**src/rtl/pa_stream_if.sv**
```systemverilog
// Read-channel bundle between pa_stream_server and the processing-array controller.
// The server drives rdy and the head word; the controller answers with acq.
interface pa_stream_if #(
    parameter int DW = 32
);
    logic          weight_rd_rdy;
    logic          weight_rd_acq;
    logic          data_rd_rdy;
    logic          data_rd_acq;
    logic [DW-1:0] rd_data;

    modport master (
        output weight_rd_rdy,
        output data_rd_rdy,
        output rd_data,
        input  weight_rd_acq,
        input  data_rd_acq
    );

    modport slave (
        input  weight_rd_rdy,
        input  data_rd_rdy,
        input  rd_data,
        output weight_rd_acq,
        output data_rd_acq
    );
endinterface

```
**src/rtl/pa_stream_server.sv**
```systemverilog
// Streams a contiguous SRAM word range into a show-ahead FIFO and serves it on the weight or data channel.
// Optional abort input is built in when PA_STREAM_ABORT_EN is defined.
//
// state  | meaning
// IDLE   | waiting for start
// STREAM | issuing SRAM reads and serving beats until all words are accepted
// DONE   | one-cycle done pulse, then back to IDLE
module pa_stream_server #(
    parameter int AW    = 13,
    parameter int DW    = 32,
    parameter int DEPTH = 4
) (
    input  logic          clk,
    input  logic          counter_rst_n,
    input  logic          start_i,
    input  logic          chan_sel_i,
    input  logic [AW-1:0] base_addr_i,
    input  logic [31:0]   length_i,
    output logic          mem_rd_en_o,
    output logic [AW-1:0] mem_rd_addr_o,
    input  logic [DW-1:0] mem_rd_data_i,
`ifdef PA_STREAM_ABORT_EN
    input  logic          abort_i,
`endif
    output logic          busy_o,
    output logic          done_o,
    pa_stream_if.master   rd_if
);

    localparam int PW = $clog2(DEPTH);
    localparam int CW = PW + 1;

    typedef enum logic [1:0] {
        ST_IDLE   = 2'd0,
        ST_STREAM = 2'd1,
        ST_DONE   = 2'd2
    } state_t;

    state_t          state_q, state_d;
    logic            chan_q, chan_d;
    logic [AW-1:0]   base_q, base_d;
    logic [31:0]     len_q, len_d;
    logic [31:0]     issued_q, issued_d;
    logic [31:0]     accepted_q, accepted_d;
    logic            inflight_q, inflight_d;
    logic [PW-1:0]   wr_ptr_q, wr_ptr_d;
    logic [PW-1:0]   rd_ptr_q, rd_ptr_d;
    logic [CW-1:0]   count_q, count_d;
    logic [DW-1:0]   fifo_q [DEPTH];

    logic [CW-1:0]   occ;
    logic            rd_en;
    logic            rdy;
    logic            acq_sel;
    logic            beat;
    logic            fifo_we;

    always_ff @(posedge clk or negedge counter_rst_n) begin
        if (!counter_rst_n) begin
            state_q <= ST_IDLE;
        end else begin
            state_q <= state_d;
        end
    end

    always_comb begin
        state_d    = state_q;
        chan_d     = chan_q;
        base_d     = base_q;
        len_d      = len_q;
        issued_d   = issued_q;
        accepted_d = accepted_q;
        wr_ptr_d   = wr_ptr_q;
        rd_ptr_d   = rd_ptr_q;
        count_d    = count_q;

        // FIFO slots already committed include the read still in flight from the SRAM
        occ        = count_q + CW'(inflight_q);
        rd_en      = (state_q == ST_STREAM) && (issued_q < len_q) && (occ < CW'(DEPTH));
        rdy        = (state_q == ST_STREAM) && (count_q != '0);
        acq_sel    = chan_q ? rd_if.data_rd_acq : rd_if.weight_rd_acq;
        beat       = rdy && acq_sel;
        fifo_we    = inflight_q;
        inflight_d = rd_en;

        if (rd_en) begin
            issued_d = issued_q + 32'd1;
        end
        if (beat) begin
            accepted_d = accepted_q + 32'd1;
            rd_ptr_d   = rd_ptr_q + PW'(1);
        end
        if (fifo_we) begin
            wr_ptr_d = wr_ptr_q + PW'(1);
        end
        case ({fifo_we, beat})
            2'b10:   count_d = count_q + CW'(1);
            2'b01:   count_d = count_q - CW'(1);
            default: count_d = count_q;
        endcase

        case (state_q)
            ST_IDLE: begin
                if (start_i) begin
                    chan_d     = chan_sel_i;
                    base_d     = base_addr_i;
                    len_d      = length_i;
                    issued_d   = '0;
                    accepted_d = '0;
                    state_d    = (length_i == 32'd0) ? ST_DONE : ST_STREAM;
                end
            end
            ST_STREAM: begin
                if (accepted_d == len_q) begin
                    state_d = ST_DONE;
                end
            end
            ST_DONE: begin
                state_d = ST_IDLE;
            end
            default: begin
                state_d = ST_IDLE;
            end
        endcase

`ifdef PA_STREAM_ABORT_EN
        // Abort wins over a same-cycle beat; the FIFO and any in-flight read are dropped
        if (abort_i && (state_q != ST_IDLE)) begin
            state_d    = ST_IDLE;
            count_d    = '0;
            wr_ptr_d   = '0;
            rd_ptr_d   = '0;
            inflight_d = 1'b0;
            fifo_we    = 1'b0;
        end
`endif
    end

    always_ff @(posedge clk or negedge counter_rst_n) begin
        if (!counter_rst_n) begin
            chan_q     <= 1'b0;
            base_q     <= '0;
            len_q      <= '0;
            issued_q   <= '0;
            accepted_q <= '0;
            inflight_q <= 1'b0;
            wr_ptr_q   <= '0;
            rd_ptr_q   <= '0;
            count_q    <= '0;
            for (int i = 0; i < DEPTH; i++) begin
                fifo_q[i] <= '0;
            end
        end else begin
            chan_q     <= chan_d;
            base_q     <= base_d;
            len_q      <= len_d;
            issued_q   <= issued_d;
            accepted_q <= accepted_d;
            inflight_q <= inflight_d;
            wr_ptr_q   <= wr_ptr_d;
            rd_ptr_q   <= rd_ptr_d;
            count_q    <= count_d;
            if (fifo_we) begin
                fifo_q[wr_ptr_q] <= mem_rd_data_i;
            end
        end
    end

    assign mem_rd_en_o         = rd_en;
    assign mem_rd_addr_o       = rd_en ? (base_q + issued_q[AW-1:0]) : '0;
    assign rd_if.weight_rd_rdy = rdy && !chan_q;
    assign rd_if.data_rd_rdy   = rdy && chan_q;
    assign rd_if.rd_data       = fifo_q[rd_ptr_q];
    assign busy_o              = (state_q != ST_IDLE);
    assign done_o              = (state_q == ST_DONE);

endmodule

```
**src/flat_wrapper.sv**
```systemverilog
// flat-port wrapper written by rule: the top's interface ports become plain ports
module pa_stream_server_flat 
#(
    parameter int AW    = 13,
    parameter int DW    = 32,
    parameter int DEPTH = 4
)
  (clk, counter_rst_n, start_i, chan_sel_i, base_addr_i, length_i, mem_rd_en_o, mem_rd_addr_o, mem_rd_data_i, busy_o, done_o, rd_if_weight_rd_rdy, rd_if_data_rd_rdy, rd_if_rd_data, rd_if_weight_rd_acq, rd_if_data_rd_acq);
  pa_stream_if #(.DW(DW)) rd_if_i ();
  input  logic clk;
  input  logic counter_rst_n;
  input  logic start_i;
  input  logic chan_sel_i;
  input  logic [AW-1:0] base_addr_i;
  input  logic [31:0] length_i;
  output logic mem_rd_en_o;
  output logic [AW-1:0] mem_rd_addr_o;
  input  logic [DW-1:0] mem_rd_data_i;
  output logic busy_o;
  output logic done_o;
  output wire logic [$bits(rd_if_i.weight_rd_rdy)-1:0] rd_if_weight_rd_rdy;
  output wire logic [$bits(rd_if_i.data_rd_rdy)-1:0] rd_if_data_rd_rdy;
  output wire logic [$bits(rd_if_i.rd_data)-1:0] rd_if_rd_data;
  input wire logic [$bits(rd_if_i.weight_rd_acq)-1:0] rd_if_weight_rd_acq;
  input wire logic [$bits(rd_if_i.data_rd_acq)-1:0] rd_if_data_rd_acq;
  assign rd_if_weight_rd_rdy = rd_if_i.weight_rd_rdy;
  assign rd_if_data_rd_rdy = rd_if_i.data_rd_rdy;
  assign rd_if_rd_data = rd_if_i.rd_data;
  assign rd_if_i.weight_rd_acq = rd_if_weight_rd_acq;
  assign rd_if_i.data_rd_acq = rd_if_data_rd_acq;
  pa_stream_server #(.AW(AW), .DW(DW), .DEPTH(DEPTH)) u_core (.clk(clk), .counter_rst_n(counter_rst_n), .start_i(start_i), .chan_sel_i(chan_sel_i), .base_addr_i(base_addr_i), .length_i(length_i), .mem_rd_en_o(mem_rd_en_o), .mem_rd_addr_o(mem_rd_addr_o), .mem_rd_data_i(mem_rd_data_i), .busy_o(busy_o), .done_o(done_o), .rd_if(rd_if_i));
endmodule
```
**config.mk**
```make
export PLATFORM = sky130hd
export DESIGN_NAME = pa_stream_server_flat
export DESIGN_NICKNAME = d
export VERILOG_FILES = /design/src/rtl/pa_stream_if.sv /design/src/rtl/pa_stream_server.sv /design/src/flat_wrapper.sv
export SDC_FILE = /design/constraint.sdc
export NUM_CORES = 1
export LEC_CHECK = 0
export CAP_MARGIN = 20
export CORE_UTILIZATION = 48
export DETAILED_ROUTE_END_ITERATION = 8
export PLACE_DENSITY = 0.68
export SETUP_SLACK_MARGIN = 0.02
export SKIP_LAST_GASP = 1
export SLEW_MARGIN = 25
export SYNTH_ARGS = -nofsm -noshare
export SYNTH_HDL_FRONTEND = slang
export SYNTH_SLANG_ARGS = --single-unit
export TNS_END_PERCENT = 30
```
**constraint.sdc**
```tcl
create_clock -name clk -period 8.2 [get_ports clk]
set_input_delay 1.64 -clock clk [delete_from_list [all_inputs] [get_ports clk]]
set_output_delay 1.64 -clock clk [all_outputs]
set_load 0.005 [all_outputs]
```
==> results of run 1 <==
==> kinds of logic after synthesis <==
| kind of cell | count (synthesis) | share of synthesized area |
|---|---|---|
| muxes | 162 | 0.1654 |
| DFF | 248 | 0.4697 |
| and+or+nand+nor | 355 | 0.1429 |
| AOI/OAI and AO/OA | 164 | 0.07993 |
| adders and majority gates | 52 | 0.05038 |
| xor gates and xnor gates | 86 | 0.05701 |
| buffers and inverters | 105 | 0.03466 |
==> layout by cell type, fill, tap and decap left out, types with 6 or more instances in the layout <==
cell type and instances:
dfrtp_1 247, clkdlybuf4s50_1 131, mux2_2 128, nand2_1 117
nor2_1 70, xnor2_1 62, inv_1 50, ha_1 50
o21ai_0 47, a21oi_1 42, mux4_2 32, clkbuf_16 27
nand3_1 26, xor2_1 24, nand4_1 19, and3_1 19
nor4_1 17, a21o_1 13, o31ai_1 11, or3_1 11
a211oi_1 10, nor3_1 10, or4_1 10, buf_4 9
clkbuf_8 8, and2_1 7, and4_1 7, nor2b_1 6
a31oi_1 6
==> per-layer routing <==
layer / wire length (um) / global-route usage
met1: 13630 / 0.2952
met2: 15450 / 0.3967
met3: 1626 / 0.03220
met4: 693 / 0.06143
met5: 0 / 0
==> stage by stage <==
stage / cell area (um^2) / util / instances / total power [mW]
5_1_grt: 15710 / 0.5828 / 1648 / 3.474
6_report: 15710 / 0.5828 / 1648 / 3.327
3_3_place_gp: 14790 / 0.5488 / 1600 / 2.109
4_1_cts: 15700 / 0.5825 / 1648 / 3.368
3_5_place_dp: 14790 / 0.5488 / 1600 / 2.123
2_1_floorplan: 13210 / - / 1172 / 1.772
==> path summary, 6_finish.rpt <==
| check | startpoint | end | slack [ns] | depth (start not counted) |
|---|---|---|---|---|
| max | u_core.len_q[5] | mem_rd_addr_o[0] | 2.92 | 12 |
| min | u_core.base_q[10] | u_core.base_q[10] | 0.48 | 2 |
| max reg2reg | u_core.len_q[5] | u_core.issued_q[31] | 5.01 | 10 |
| min reg2reg | u_core.base_q[10] | u_core.base_q[10] | 0.48 | 2 |
| max in group asynchronous | counter_rst_n | u_core.accepted_q[25] | 5.89 | 2 |
| min in group asynchronous | counter_rst_n | u_core.fifo_q[113] | 1.12 | 1 |
==> state kept, by name, indices dropped and copies added, names as in the netlist <==
register and count:
u_core.fifo_we 1, u_core.accepted_q 32, u_core.chan_q 1, u_core.state_q 2, u_core.rd_ptr_q 2, u_core.issued_q 32, u_core.len_q 32, u_core.base_q 13
u_core.wr_ptr_q 2, u_core.count_q 3, u_core.fifo_q 128
==> final cells by class <==
type / count / area [um^2] / share of cell area
clock buffers: 40 / 804.5 / 0.05122
clock inverters: 8 / 105.1 / 0.006692
inverters: 50 / 187.7 / 0.01195
multi-input cells: 819 / 6561 / 0.4177
flip-flops and latches: 248 / 6207 / 0.3952
well taps: 341 / 426.7 / 0.02716
repair buffers: 142 / 1414 / 0.09002
==> worst reg2reg max path, cell delays in order (launching register included) <==
cell,delay [ns]
dfrtp_1,0.39
inv_1,0.17
ha_1,0.30
a21o_1,0.17
a211oi_1,0.23
o211ai_1,0.14
a21o_1,0.19
a21o_1,0.33
a2111oi_4,0.56
or3b_2,0.50
a21oi_1,0.15
==> synth_stat cells (all sizes together) (3+ instances only) <==
| master | count |
|---|---|
| mux4 | 32 |
| a21bo | 3 |
| nor3 | 15 |
| o2111ai | 6 |
| ha | 50 |
| nand2 | 118 |
| nand3 | 26 |
| nor2 | 70 |
| o41ai | 3 |
| and4 | 8 |
| o21a | 3 |
| nor4 | 23 |
| o21ai | 48 |
| or3 | 11 |
| xor2 | 24 |
| a21oi | 42 |
| or4b | 3 |
| a21o | 13 |
| o31ai | 11 |
| xnor2 | 62 |
| dfrtp | 248 |
| o211ai | 5 |
| and2 | 9 |
| nor2b | 6 |
| nand3b | 3 |
| inv | 50 |
| and3 | 20 |
| or4 | 12 |
| a211oi | 11 |
| buf | 27 |
| nand2b | 3 |
| nand4 | 20 |
| mux2 | 128 |
| or2 | 3 |
| clkbuf | 27 |
| a31oi | 6 |
==> where the power goes <==
part           switching [mW]  internal (mW)
registers              0.0697           1.29
logic                   0.312          0.423
clock network           0.491          0.741
total                   0.873           2.45
==> qor.txt, run 1 <==
===============================================================================================
Final nets                                                                                 1423
Worst supply voltage drop on vdd                                                    0.0001477 V
Top cell type by total area after synthesis                                             dfrtp_1
Post_cts resized                                                                              0
Main area contributors after synthesis                                             dfrtp_1 (47%), mux2_2 (11%), mux4_2 (5.5%)
Top cell type's share of synthesized area                                                0.4697
Maximum achievable frequency                                                         0.1894 GHz
Area Growth Syn to Fin                                                                   18.87%
Startpoint types                                                                           flop
Clock skew after layout                                                              0.01203 ns
Mean instance size in the synthesized netlist                                        11.27 um^2
Remaining number of nets flagged by the antenna check after routing                           0
Highest cell delay on the worst timing path                                             0.49 ns
Number of global-route vias before repair                                                  9650
Proportion of layout cells with a drive suffix above 1                                   0.1913
Starting utilization of the core area                                                    0.4903
Synthesized netlist cell count                                                             1172
Max-slew violation total from the final report                                                0
Count of maximum capacitance violations                                                       0
Number of flops mapped to enable cells by yosys                                               0
Total congestion overflow                                                                     0
Pin count of the biggest net entering global routing                                        132
Die Span Y                                                                             167.9 um
Data arrival, critical path                                                             3.64 ns
Leakage                                                                                6.735 nW
Number of antenna violations at the first check in global routing                             0
Required time at the worst-slack endpoint                                               6.56 ns
Number of warning messages in the yosys log                                                   0
Outcome                                                                            complete, no violations
Remaining routing DRC violations                                                              0
Worst-margin pin slew                                                                  1.004 ns
Final wirelength                                                                       31.40 mm
Number of iterations in the first detailed-routing pass                                       5
Post-DR wirelength/cell                                                                19.06 um
Total routing usage reported by global routing                                           0.2271
Power density over the cells                                                       211.8 nW/um^2
Worst hold-check path type                                                         flop to flop
Weighted congestion at the end of routability-driven global placement                    0.9590
Final antenna diode count                                                                     0
Drt first-iter violations                                                                   596
CTS Hold Buffers Added                                                                        0
Clock tree from TritonCTS                                                                  done
Post-layout minimum cycle time                                                         5.281 ns
Top FF cell, synth                                                                      dfrtp_1
Min setup slack post-route                                                             2.919 ns
Routed via count divided by cell count                                                    5.753
Endpoint kind of the worst setup timing path                                       primary output
Detailed-placement wirelength estimate                                                 21.72 mm
Synth Cell Area                                                                      13210 um^2
Unrepaired setup endpoints after global routing                                              no
Ys async rst share                                                                        1.000
Cell at the root of the clock tree                                                    clkbuf_16
Number of rows created at floorplan                                                          60
Count of buffer and inverter cells on the critical path                                       4
Via count of the routed design                                                             9481
Buffer depth of the longest clock path                                                        3
Worst slew margin                                                                        0.3307
Number of fill cells in the layout                                                         2271
Die area                                                                             28190 um^2
Number of buffer cells added on primary ports                                               132
Hold Slack                                                                            0.4836 ns
Count of boundary I/O pins                                                                  133
Number of setup buffers added after CTS                                                       0
Total negative slack for setup checks                                                      0 ns
Worst slack at placement                                                               3.532 ns
Clock input transition at the sequential cells of the worst setup and hold paths        0.06 ns
Final Hold Violating Endpoints                                                                0
Critical path, cell by cell                                                        inv_1 > ha_1 > a21o_1 > a211oi_1 > o211ai_1 > a21o_1 > a21oi_1 > o21ai_2 > buf_4 > inv_1 > and2_1 > clkdlybuf4s50_1
Wire length of the first global-routing pass                                           50.98 mm
Clock sink total                                                                            248
Worst-path maximum fanout                                                                    30
Number of nets produced by synthesis                                                       1307
Sequential element share of the synthesized area                                         0.4697
Number of storage elements in the synthesis netlist                                         248
Cell at the slowest stage of the critical path                                     clkdlybuf4s50_1
Critical path's top delay family                                                   compound AO/OA/AOI/OAI gates
Die X-Extent                                                                           167.9 um
Area of the core                                                                     26950 um^2
Total setup violations reported at the end of the flow                                        0
Clock latency on the worst-skew pair                                                    0.55 ns
Num CTS Buffers                                                                              27
Ratio of final minimum period to clock period                                            0.6440
Crit path kind                                                                     flop to primary output
Distinct cell type count after synthesis                                                     72
Clock H-tree levels                                                                           1
===============================================================================================
No activity file was read; power rests on OpenSTA's default activity.
==> inputs of run 2 (changes only) <==
--- a/config.mk
+++ b/config.mk
@@ -8,7 +8,7 @@
 export CAP_MARGIN = 20
 export CORE_UTILIZATION = 48
 export DETAILED_ROUTE_END_ITERATION = 8
-export PLACE_DENSITY = 0.68
+export PLACE_DENSITY = 0.71
 export SETUP_SLACK_MARGIN = 0.02
 export SKIP_LAST_GASP = 1
 export SLEW_MARGIN = 25
==> constraint.sdc (replaced) <==
create_clock -name clk -period 4.55 [get_ports clk]
set_input_delay 0.91 -clock clk [delete_from_list [all_inputs] [get_ports clk]]
set_output_delay 0.91 -clock clk [all_outputs]
set_load 0.005 [all_outputs]
==> run 2 against run 1 <==
  * Global-route usage up 0.79 points
  * Flip-flop and latch count did not move
  * Non-clock buffer count is 9 higher
  * Final cell count increased by 0.36%
  * Sequential power grew 83%
  * Combinational power grew 78%
  * Clock-buffer cell count is 5 lower
  * Clock skew grew 0.0011 ns
  * First-iteration DRC count is 2.0% higher
==> qor.txt, run 2 (synthesis gave the netlist of run 1 again) <==
===============================================================================================
Outcome                                                                            complete, no violations
Total setup violations reported at the end of the flow                                        0
Unrepaired setup endpoints after global routing                                             yes
Leading cell types in the layout, fill and taps excluded                           dfrtp_1 (246), clkdlybuf4s50_1 (131), mux2_2 (128)
Crit path kind                                                                     flop to primary output
Clock tree from TritonCTS                                                                  done
Setup slack, reg-to-reg                                                                 1.19 ns
Critical register-to-register path startpoint                                      u_core.state_q[1]
Proportion of layout cells with a drive suffix above 1                                   0.2011
Number of rows created at floorplan                                                          60
Post-DR wirelength/cell                                                                19.36 um
Buffer depth of the longest clock path                                                        3
Final Hold Violating Endpoints                                                                0
Worst hold-check path type                                                         input pin to asynchronous set/reset pin
Clock H-tree levels                                                                           1
Number of global-route vias before repair                                                  9854
Endpoint kind of the worst setup timing path                                       primary output
Clock latency on the worst-skew pair                                                    0.54 ns
Ratio of final minimum period to clock period                                            0.9507
Area of the core                                                                     26950 um^2
Count of boundary I/O pins                                                                  133
Final nets                                                                                 1431
Clock input transition at the sequential cells of the worst setup and hold paths        0.06 ns
Worst supply voltage drop on vdd                                                    0.0002451 V
Startpoint types                                                                           flop
Path depth of the worst reg2reg path                                                          9
Max-slew violation total from the final report                                                0
Detailed-placement wirelength estimate                                                 22.62 mm
Clock skew after layout                                                              0.01316 ns
Final wirelength                                                                       32.03 mm
Routed via count divided by cell count                                                    5.705
Cell at the root of the clock tree                                                    clkbuf_16
Number of buffer cells added on primary ports                                               132
Die Span Y                                                                             167.9 um
Pin count of the biggest net entering global routing                                        134
Wire length of the first global-routing pass                                           52.56 mm
Power density over the cells                                                       382.7 nW/um^2
Worst-path maximum fanout                                                                     6
Area Growth Syn to Fin                                                                   19.77%
Worst-margin pin slew                                                                 0.8158 ns
Startpoint of the most critical setup path                                         u_core.issued_q[0]
Worst slew margin                                                                        0.4511
End-of-flow core utilization                                                             0.5872
Data arrival, critical path                                                             3.42 ns
Number of iterations in the first detailed-routing pass                                       5
Starting utilization of the core area                                                    0.4903
Drt first-iter violations                                                                   608
Count of maximum capacitance violations                                                       0
Top register by number of flip-flops                                               u_core.fifo_q
Total negative slack for setup checks                                                      0 ns
Post-layout minimum cycle time                                                         4.326 ns
Remaining number of nets flagged by the antenna check after routing                           0
Commonest non-fill, non-tap cell in the layout                                          dfrtp_1
Total congestion overflow                                                                     0
Required time at the worst-slack endpoint                                               3.64 ns
End point of the critical path                                                     mem_rd_addr_o[12]
Weighted congestion at the end of routability-driven global placement                    0.9288
Clock sink total                                                                            248
Maximum achievable frequency                                                         0.2312 GHz
Die area                                                                             28190 um^2
CTS Hold Buffers Added                                                                        0
Remaining routing DRC violations                                                              0
Number of flip-flops in the largest register                                                128
End of the worst register-to-register path                                         u_core.state_q[0]
Via count of the routed design                                                             9436
Final antenna diode count                                                                     0
Num CTS Buffers                                                                              26
Leakage                                                                                6.785 nW
Total routing usage reported by global routing                                           0.2349
Hold Slack                                                                            0.3418 ns
Number of antenna violations at the first check in global routing                             0
Die X-Extent                                                                           167.9 um
===============================================================================================
==> run 2: changes by cell type in the layout (fill, tap and decap cells not counted), moves of 2 or more <==
cell,previous run,this run
buf_4,9,17
a21oi_1,42,39
clkbuf_1,5,2
clkinv_2,5,3
clkinvlp_4,0,2
a21oi_2,0,3
bufinv_16,2,4
==> run 2: metrics by stage <==
stage                     area, um^2  instances  total power [mW]  worst slack [ns]
after global routing           15830       1654             6.317          -0.01314
after detailed placement       14850       1608             3.838            0.6136
after floorplan                13210       1172             3.194            0.9533
final                          15830       1654             6.056            0.2242
after global placement         14850       1608             3.813            0.6281
after CTS                      15770       1653             6.125           0.04323
==> run 2: worst max-delay path: stages, from the launching register on <==
cell             delay, ns
dfrtp_2               0.44
ha_1                  0.24
fa_1                  0.40
a21o_1                0.18
a21oi_2               0.17
o21bai_1              0.11
a21oi_2               0.18
o21bai_1              0.11
a41oi_2               0.23
a21oi_1               0.10
xnor2_1               0.13
nor2_1                0.09
clkdlybuf4s50_1       0.50
==> run 2: worst min-delay path by stage <==
stage                      startpoint            endpoint  slack (ns)  cells after the start
floorplan            u_core.base_q[0]    u_core.base_q[0]        0.45                      2
global placement     u_core.base_q[8]    u_core.base_q[8]        0.46                      2
detailed placement   u_core.base_q[5]    u_core.base_q[5]        0.47                      2
CTS                 u_core.base_q[10]   u_core.base_q[10]        0.49                      2
global route            counter_rst_n  u_core.fifo_q[110]        0.36                      1
finish                  counter_rst_n  u_core.fifo_q[110]        0.34                      1
==> run 2: cell type report <==
class / instances / area, um^2
Clock buffer: 35 / 754.5
Clock inverter: 10 / 166.4
Fill cell: 2199 / 11130
Inverter: 50 / 187.7
Multi-Input combinational cell: 819 / 6580
Sequential cell: 248 / 6208
Tap cell: 341 / 426.7
Timing Repair Buffer: 151 / 1501
==> run 2: per-layer routing <==
layer  wire [um]  vias up  track usage
met3        1405       32      0.03126
met4         557        0      0.05385
li1            -     4460            -
met5           0        -            0
met1       13770     4716       0.3029
met2       16300      228       0.4194
==> run 2: repair_timing <==
action / CTS / global route
gates resized for setup: 0 / 5
endpoints found under the hold margin: 0 / 0
setup buffers: 0 / 0
endpoints found under the setup margin: 0 / 3
==> run 2: power breakdown <==
part           switching (mW)  internal [mW]  leakage [nW]
Combinational           0.532          0.775          3.57
Sequential              0.163           2.32          2.77
Clock                   0.879           1.38         0.449
Total                    1.57           4.48          6.78
